===== src/rtl/raw_data_packer_pkg.sv =====
// -----------------------------------------------------------------------------
// raw_data_packer_pkg
// Shared definitions for the raw data packer: FSM state encoding and the
// default values of the packer parameters.
// -----------------------------------------------------------------------------
package raw_data_packer_pkg;

   // COLLECT gathers raw words into lanes, HOLD presents a finished beat.
   typedef enum logic [0:0] {
      COLLECT = 1'b0,
      HOLD    = 1'b1
   } state_e;

   localparam int unsigned DEF_DATA_W = 32'd32;
   localparam int unsigned DEF_PACK_N = 32'd4;
   localparam int unsigned DEF_TMO_W  = 32'd8;

endpackage : raw_data_packer_pkg


===== src/rtl/raw_data_packer.sv =====
// -----------------------------------------------------------------------------
// raw_data_packer
// Packs PACK_N consecutive raw words into one wide beat. A beat is emitted
// when full, on flush (if at least one word is buffered or arriving), or --
// when built with PACKER_TIMEOUT_EN -- after 2^TMO_W-1 idle cycles with a
// partial beat buffered. The beat is held stable until the consumer takes it.
//
// Optional feature macro: PACKER_TIMEOUT_EN (idle-timeout internal flush).
//
// Ports
//   clk                in   clock, all logic on rising edge
//   reset_n            in   synchronous active-low reset
//   raw_data_in        in   DATA_W   upstream word
//   raw_data_valid     in   upstream word present
//   raw_data_accepted  out  word consumed this cycle (combinational)
//   flush              in   emit the partial beat now
//   packed_data        out  PACK_N*DATA_W packed beat, word 0 in the LSBs
//   packed_count       out  number of valid words in packed_data
//   packed_valid       out  beat present
//   packed_ready       in   downstream takes the beat on valid & ready
// -----------------------------------------------------------------------------
module raw_data_packer
   import raw_data_packer_pkg::*;
#(
   parameter int unsigned DATA_W = DEF_DATA_W,
   parameter int unsigned PACK_N = DEF_PACK_N,
   parameter int unsigned TMO_W  = DEF_TMO_W
) (
   input  logic                          clk,
   input  logic                          reset_n,
   input  logic [DATA_W-1:0]             raw_data_in,
   input  logic                          raw_data_valid,
   output logic                          raw_data_accepted,
   input  logic                          flush,
   output logic [PACK_N*DATA_W-1:0]      packed_data,
   output logic [$clog2(PACK_N+1)-1:0]   packed_count,
   output logic                          packed_valid,
   input  logic                          packed_ready
);

   localparam int unsigned CNT_W = $clog2(PACK_N + 1);

   // Parameter sanity: a beat needs at least two lanes, the timer one bit.
   if ((PACK_N < 2) || (TMO_W < 1)) begin : g_bad_param
      $error("raw_data_packer: PACK_N must be >= 2 and TMO_W >= 1");
   end

   state_e                     state_q, state_d;
   logic [CNT_W-1:0]           word_cnt_q, word_cnt_d;
   logic [PACK_N*DATA_W-1:0]   lanes_q, lanes_d;
   logic [CNT_W-1:0]           count_q, count_d;
   logic                       accept_s;
   logic [CNT_W-1:0]           cnt_after_s;
   logic                       tmo_fire_s;

`ifdef PACKER_TIMEOUT_EN
   // Fire one cycle early so the counter "reaches" its maximum on the very
   // edge that moves the FSM into HOLD.
   localparam logic [TMO_W-1:0] TMO_LAST = TMO_W'((64'd1 << TMO_W) - 64'd2);

   logic [TMO_W-1:0]           tmo_q, tmo_d;

   assign tmo_fire_s = (state_q == COLLECT) && (word_cnt_q != '0) &&
                       !accept_s && (tmo_q == TMO_LAST);
`else
   assign tmo_fire_s = 1'b0;
`endif

   // Gated by reset_n so nothing is consumed while the block is held in reset.
   assign accept_s          = reset_n && (state_q == COLLECT) && raw_data_valid;
   assign raw_data_accepted = accept_s;

   assign packed_valid = (state_q == HOLD);
   assign packed_data  = lanes_q;
   assign packed_count = count_q;

   // Next-state, lane write and beat-close decisions.
   always_comb begin
      state_d     = state_q;
      word_cnt_d  = word_cnt_q;
      lanes_d     = lanes_q;
      count_d     = count_q;
      cnt_after_s = word_cnt_q + CNT_W'(accept_s);
`ifdef PACKER_TIMEOUT_EN
      tmo_d       = tmo_q;
`endif

      case (state_q)
         COLLECT: begin
            if (accept_s) begin
               for (int i = 0; i < PACK_N; i++) begin
                  if (word_cnt_q == CNT_W'(i)) begin
                     lanes_d[i*DATA_W +: DATA_W] = raw_data_in;
                  end else begin
                     lanes_d[i*DATA_W +: DATA_W] = lanes_q[i*DATA_W +: DATA_W];
                  end
               end
`ifdef PACKER_TIMEOUT_EN
               tmo_d = '0;
`endif
            end else begin
`ifdef PACKER_TIMEOUT_EN
               // Only a partially filled beat ages.
               if (word_cnt_q != '0) begin
                  tmo_d = tmo_q + TMO_W'(1);
               end else begin
                  tmo_d = '0;
               end
`endif
               lanes_d = lanes_q;
            end

            word_cnt_d = cnt_after_s;

            // Count includes a word accepted in this same cycle.
            if ((cnt_after_s == CNT_W'(PACK_N)) ||
                ((flush || tmo_fire_s) && (cnt_after_s != '0))) begin
               state_d = HOLD;
               count_d = cnt_after_s;
`ifdef PACKER_TIMEOUT_EN
               tmo_d   = '0;
`endif
            end else begin
               state_d = COLLECT;
            end
         end

         HOLD: begin
            // flush is deliberately ignored here; the beat waits for ready.
            if (packed_ready) begin
               state_d    = COLLECT;
               lanes_d    = '0;
               word_cnt_d = '0;
               count_d    = '0;
            end else begin
               state_d = HOLD;
            end
         end

         default: begin
            state_d    = COLLECT;
            lanes_d    = '0;
            word_cnt_d = '0;
            count_d    = '0;
`ifdef PACKER_TIMEOUT_EN
            tmo_d      = '0;
`endif
         end
      endcase
   end

   // State register with synchronous active-low reset discarding any beat.
   always_ff @(posedge clk) begin
      if (!reset_n) begin
         state_q    <= COLLECT;
         word_cnt_q <= '0;
         lanes_q    <= '0;
         count_q    <= '0;
`ifdef PACKER_TIMEOUT_EN
         tmo_q      <= '0;
`endif
      end else begin
         state_q    <= state_d;
         word_cnt_q <= word_cnt_d;
         lanes_q    <= lanes_d;
         count_q    <= count_d;
`ifdef PACKER_TIMEOUT_EN
         tmo_q      <= tmo_d;
`endif
      end
   end

endmodule : raw_data_packer


===== config.mk =====
export PLATFORM = sky130hd
export DESIGN_NAME = raw_data_packer
export DESIGN_NICKNAME = d
export VERILOG_FILES = /design/src/rtl/raw_data_packer_pkg.sv /design/src/rtl/raw_data_packer.sv
export SDC_FILE = /design/constraint.sdc
export NUM_CORES = 1
export LEC_CHECK = 0
export ABC_AREA = 1
export BUFFER_PORTS_ARGS = -buffer_cell sky130_fd_sc_hd__buf_2
export CORE_ASPECT_RATIO = 1.2
export CORE_UTILIZATION = 30
export DETAILED_ROUTE_END_ITERATION = 7
export SYNTH_ARGS = -nofsm -noshare
export SYNTH_HDL_FRONTEND = slang
export SYNTH_SLANG_ARGS = --single-unit

===== constraint.sdc =====
create_clock -name clk -period 2.1 [get_ports clk]
set_input_delay 0.315 -clock clk [delete_from_list [all_inputs] [get_ports clk]]
set_output_delay 0.315 -clock clk [all_outputs]
set_load 0.01 [all_outputs]

==> results of run 1 <==
critical path, stage by stage (launching register included):
cell and delay, ns:
dfxtp_2 0.36, buf_4 0.38, nand2_2 0.18, nand2_4 0.16, nand2_4 0.19, buf_4 0.26
o21ai_0 0.18, nor2_1 0.05
worst paths after layout:
check / startpoint / to / slack, ns / cells past startpoint
worst max register to register: packed_valid$_SDFF_PN0_ / packed_data[125]$_SDFFE_PN0P_ / 0.21 / 7
worst min register to register: packed_data[38]$_SDFFE_PN0P_ / packed_data[38]$_SDFFE_PN0P_ / 0.46 / 2
worst min-delay path: packed_ready / packed_valid$_SDFF_PN0_ / 0.25 / 3
worst max-delay path: packed_valid$_SDFF_PN0_ / packed_data[125]$_SDFFE_PN0P_ / 0.21 / 7
metrics by stage:
stage          setup slack [ns]  instances  hold slack [ns]  util, %  area [um2]
2_1_floorplan             0.154        679            0.483        -        5140
5_1_grt                  0.0342       1065            0.244     40.5        6790
3_3_place_gp              0.130       1033            0.446     36.4        6110
4_1_cts                  0.0845       1065            0.230     40.4        6790
6_report                  0.213       1065            0.250     40.5        6790
3_5_place_dp             0.0990       1033            0.450     36.4        6110
layout make-up:
cell class	count	area [um2]	share of cell area, %
Sequential cell	135	2700	39.8
Multi-Input combinational cell	459	2000	29.4
Timing Repair Buffer	180	966	14.2
Clock buffer	20	457	6.72
Tap cell	216	270	3.98
Clock inverter	12	221	3.26
Inverter	43	176	2.60
repair_timing:
item	CTS	global route
hold buffers	0	0
resized for setup	0	4
endpoints found under the setup margin	0	33
metal layers:
metal | GRT usage, % | up-vias | part of all wire [%]
met3 | 5.72 | 20 | 6.7
li1 | - | 2451 | -
met5 | 0 | - | 0.081
met2 | 30.8 | 139 | 49
met1 | 22.3 | 2192 | 43
met4 | 7.28 | 2 | 1.6
logic make-up (layout without fill, tap and decap cells):
kind of cell / after synthesis / after routing / share of synthesized area (%)
AOI/OAI and AO/OA: 135 / 135 / 13.2
buffers and inverters: 85 / 255 / 8.55
DFF: 135 / 135 / 52.6
and+or+nand+nor: 322 / 322 / 25.1
adders and majority gates: 2 / 2 / 0.487
sequential cells by signal (all words and copies together) (netlist names):
signal	flops
word_cnt_q	3
packed_count	3
packed_data	128
packed_valid	1
synthesized netlist by cell type, drive strengths merged:
cell type / count / area, um2
nand3: 13 / 77.6
clkinv: 3 / 15.0
nor2: 91 / 357
o31ai: 2 / 15.0
ha: 2 / 25.0
a21oi: 106 / 531
dfxtp: 135 / 2700
or2: 2 / 12.5
clkbuf: 15 / 56.3
o21ai: 27 / 135
buf: 27 / 213
nand2: 216 / 843
inv: 40 / 155
power by group:
part / switching, mW / internal [mW] / total (mW)
registers: 0.104 / 2.75 / 2.86
logic: 0.830 / 0.384 / 1.21
clock network: 1.14 / 2.29 / 3.43
total: 2.07 / 5.42 / 7.49
==> results by group, run 1 <==
Clock tree
  • H-tree depth: 4
  • Clock buffer depth: 2
  • Setup bufs post-CTS: 0
  • Clock transition at path regs: 0.06 ns
  • Num CTS Buffers: 17
  • Clk Latency, worst-skew pair: 0.42 ns
  • Root buf cell: clkbuf_16
  • TritonCTS clock tree: yes
  • Sink Count: 135

Yosys
  • Synth Register Bits: 135
  • Syn Area/Cell: 7.57 um2
  • Synth warn: 0
  • Mapped Area: 5140 um2
  • Seq/Total Area, Yosys: 52.6%
  • Synth unique cells: 23
  • Cells after Synth: 679
  • Post-Syn Nets: 718

Pwr
  • Pwr/cell area: 1100 nW/um2
  • Peak VDD IR: 0.451 mV
  • Power Total: 7.49 mW
  • Leakage power: 3.11 nW

STA
  • Unrepaired setup endpoints after global routing: false
  • Max Clock Skew: 0.00638 ns
  • Min Tclk post-route: 1.89 ns
  • Setup_tns: 0 ns
  • Worst-Margin Slew: 0.555 ns
  • Max-slew violation count: 0
  • Period utilization: 89.9%
  • Max-slew headroom: 62.9%
  • Final Hold Viols: 0
  • Fmax: 530 MHz
  • Final count of negative-setup-slack endpoints: 0

Placement
  • HPWL Detailed: 10900 um
  • Gpl congestion: 0.781
  • IO Port Bufs: 169

Floorplanning
  • Die area: 17700 um2
  • Row cnt: 52
  • Starting density of the core: 30.6%
  • IO Count: 170
  • Die Wd: 121 um
  • DIE HEIGHT: 145 um
  • Placeable core area: 16800 um2

Layout
  • Final #Nets: 875
  • Diodes inserted: 0
  • P&R area growth vs syn: 32.2%
  • Filler cells: 1789
  • Most frequent cells in the layout: 211 x nand2_1, 169 x buf_2, 134 x dfxtp_1, 106 x a21oi_1, 88 x nor2_1
  • Layout cells sized above 1: 26.7%
  • Commonest non-fill, non-tap cell in the layout: nand2_1

Global routing
  • Global route overflow: 0
  • Number of global-route vias before repair: 4572
  • Largest net degree at the start of global routing: 41
  • First-pass GRT wire length: 24900 um
  • Initial antenna violation count: 1
  • All-Layer GR Usage: 18.6%

Setup path
  • Crit path launch type: register
  • Data required, critical path: 2.41 ns
  • Setup crit end kind: register
  • Critical path class: reg -> reg
  • Worst Path Max Fanout: 35
  • Arrival time at the worst endpoint: 2.20 ns

Drt
  • Total number of vias: 4804
  • WL/cell: 15.0 um
  • Routed vias/inst: 4.51
  • Initial DRC Count: 261
  • DR pass1 iterations: 4
  • Routed Antenna Nets: 0
  • Routed wire length: 16000 um
  • Drt drc: 0

Hold path
  • Worst min-delay path class: in -> reg

Run
  • # Max-Cap Violations: 0

Outcome
  • Status: finished clean
Power figures use the tool's default switching activity.
==> inputs of run 2 (changes only) <==
--- a/config.mk
+++ b/config.mk
@@ -7,7 +7,7 @@
 export LEC_CHECK = 0
 export ABC_AREA = 1
 export BUFFER_PORTS_ARGS = -buffer_cell sky130_fd_sc_hd__buf_2
-export CORE_ASPECT_RATIO = 1.2
+export CORE_ASPECT_RATIO = 2
 export CORE_UTILIZATION = 30
 export DETAILED_ROUTE_END_ITERATION = 7
 export SYNTH_ARGS = -nofsm -noshare
==> results by group, run 2 (synthesis gave the netlist of run 1 again) <==
Clock tree
  • Setup bufs post-CTS: 0 (unchanged)
  • TritonCTS clock tree: yes
  • Clock transition at path regs: 0.06 ns (about the same)
  • Number of cells upsized or downsized after cts: 0 (unchanged)
  • Clk Latency, worst-skew pair: 0.41 ns (about the same)
  • # hold bufs at CTS: 0 (unchanged)
  • Root buf cell: clkbuf_16
  • Clock buffer depth: 2 (unchanged)
  • Sink Count: 135 (unchanged)
  • H-tree depth: 4 (unchanged)
  • Num CTS Buffers: 17 (unchanged)

Layout
  • P&R area growth vs syn: 30.9%
  • Commonest non-fill, non-tap cell in the layout: nand2_1
  • FF+latch area: 2700 um2 (unchanged)
  • Diodes inserted: 0 (unchanged)
  • Multi-input logic area: 2000 um2 (-0.13%)
  • Layout cells sized above 1: 26.8% (+0.086 points)
  • Final #Nets: 877 (+0.23%)
  • Most frequent cells in the layout: 211 x nand2_1, 169 x buf_2, 134 x dfxtp_1, 106 x a21oi_1, 89 x nor2_1
  • Max FFs per register: 128 (unchanged)
  • Filler cells: 1843 (+3.0%)

Drt
  • Routed wire length: 16800 um (+5.0%)
  • WL/cell: 15.9 um (+5.8%)
  • Drt drc: 0 (unchanged)
  • Total number of vias: 4847 (+0.90%)
  • DR pass1 iterations: 4 (unchanged)
  • Routed vias/inst: 4.59 (+1.7%)
  • Initial DRC Count: 207 (-21%)
  • Routed Antenna Nets: 0 (unchanged)

Pwr
  • Power Total: 7.27 mW (-3.0%)
  • Switching power share of the total: 29.4% (+1.8 points)
  • Clk pwr share: 43.8% (-1.9 points)
  • Part of the power in combinational logic: 16.9% (+0.7 points)
  • Pwr/cell area: 1080 nW/um2 (-2.0%)
  • Internal: 5.13 mW (-5.5%)
  • P_sw: 2.14 mW (+3.3%)
  • Peak VDD IR: 0.508 mV (+13%)
  • Leakage power: 3.09 nW (-0.51%)
  • Flop pwr share: 39.3% (+1.2 points)

Setup path
  • Crit-path max cell delay: 0.38 ns (about the same)
  • Critical path class: reg -> reg
  • Data required, critical path: 2.40 ns (about the same)
  • Arrival time at the worst endpoint: 2.19 ns (about the same)
  • Crit path launch type: register
  • CP max-delay cell: dfxtp_2
  • Most frequent CP cell: nor2_1
  • Crit-path cells: inv_6 > nand3_4 > inv_1 > ha_1 > ha_1 > nor2_1 > nor2_1 > nor2_1 > nand2_1 > nand3_1 > a21oi_1
  • Worst Path Buf+Inv: 2 (unchanged)
  • Setup crit end kind: register
  • Delay-heaviest family, CP: simple AND/OR/NAND/NOR gates
  • Worst Path Max Fanout: 8 (-77%)

Global routing
  • All-Layer GR Usage: 19.3% (+0.66 points)
  • Global route overflow: 0 (unchanged)
  • Initial antenna violation count: 0 (-1)
  • First-pass GRT wire length: 25100 um (+0.80%)
  • Met1 GRT Util: 20.2% (-2.0 points)
  • Most used routing layer in global routing: met2
  • Number of global-route vias before repair: 4457 (-2.5%)
  • Met2 Use GR: 35.7% (+4.9 points)
  • Met3 Usage GRT: 3.74% (-2.0 points)
  • Largest net degree at the start of global routing: 57 (+39%)

Floorplanning
  • Die Wd: 94.5 um (-22%)
  • Row cnt: 67 (+29%)
  • Starting density of the core: 30.6% (+0.037 points)
  • Die area: 17700 um2 (+0.17%)
  • IO Count: 170 (unchanged)
  • DIE HEIGHT: 187 um (+29%)
  • Placeable core area: 16800 um2 (-0.12%)

STA
  • Final count of negative-setup-slack endpoints: 0 (unchanged)
  • Max Clock Skew: 0.0112 ns (+0.00485 ns)
  • Worst-Margin Slew: 0.528 ns (-0.0274 ns)
  • Unrepaired setup endpoints after global routing: false
  • Max-slew headroom: 64.7% (+1.7 points)
  • Min Tclk post-route: 1.90 ns (+0.00887 ns)
  • Fmax: 527 MHz (-0.47%)
  • Final Hold Viols: 0 (unchanged)
  • Period utilization: 90.3% (+0.42 points)
  • Setup_tns: 0 ns (unchanged)
  • Max-slew violation count: 0 (unchanged)

Placement
  • Gpl congestion: 0.813 (+4.1%)
  • IO Port Bufs: 169 (unchanged)
  • HPWL Detailed: 11400 um (+4.1%)

Hold path
  • Worst min-delay path class: in -> reg

Run
  • # Max-Cap Violations: 0 (unchanged)

Outcome
  • Status: finished clean
[run 2: area by class of cell]
cell class	count	area share (%)
sequential	135	40.2
multi-input combinational	459	29.7
timing repair buffer	182	14.4
clock buffer	17	6.33
tap	207	3.85
clock inverter	14	2.98
inverter	43	2.55
[run 2: power by group through the flow]
stage	clock, mW	combinational, mW	sequential (mW)
floorplan	0	0.710	2.98
global placement	0	1.24	2.91
detailed placement	0	1.25	2.91
CTS	3.25	1.26	2.86
global route	3.36	1.36	2.88
finish	3.18	1.23	2.86
[run 2: metrics by stage]
stage | setup WS [ns] | utilization, % | cell area [um2] | cells | hold slack (ns)
2_1_floorplan | 0.154 | - | 5140 | 679 | 0.483
3_3_place_gp | 0.199 | 36.4 | 6100 | 1026 | 0.447
3_5_place_dp | 0.188 | 36.4 | 6100 | 1026 | 0.449
4_1_cts | 0.206 | 40.1 | 6720 | 1057 | 0.242
5_1_grt | 0.0261 | 40.1 | 6720 | 1057 | 0.260
6_report | 0.204 | 40.1 | 6720 | 1057 | 0.256
[run 2: path summary, 6_finish.rpt]
check / start / end / slack, ns / cells past startpoint
min: packed_ready / packed_valid$_SDFF_PN0_ / 0.26 / 3
max: packed_valid$_SDFF_PN0_ / packed_count[2]$_SDFFE_PN0P_ / 0.20 / 11
max reg2reg: packed_valid$_SDFF_PN0_ / packed_count[2]$_SDFFE_PN0P_ / 0.20 / 11
min reg2reg: packed_data[32]$_SDFFE_PN0P_ / packed_data[32]$_SDFFE_PN0P_ / 0.46 / 2
[run 2: routing by layer]
metal / vias up / share of wire (%)
met5: - / 0
met4: 0 / 2.3
met3: 20 / 4.4
met2: 135 / 55
met1: 2235 / 38
li1: 2457 / -
[run 2: worst reg2reg max path, cell delays in order, from the launching register on]
cell and delay, ns:
dfxtp_2 0.38, inv_6 0.06, nand3_4 0.09, inv_1 0.06
ha_1 0.19, ha_1 0.30, nor2_1 0.15, nor2_1 0.05
nor2_1 0.19, nand2_1 0.15, nand3_1 0.09, a21oi_1 0.06
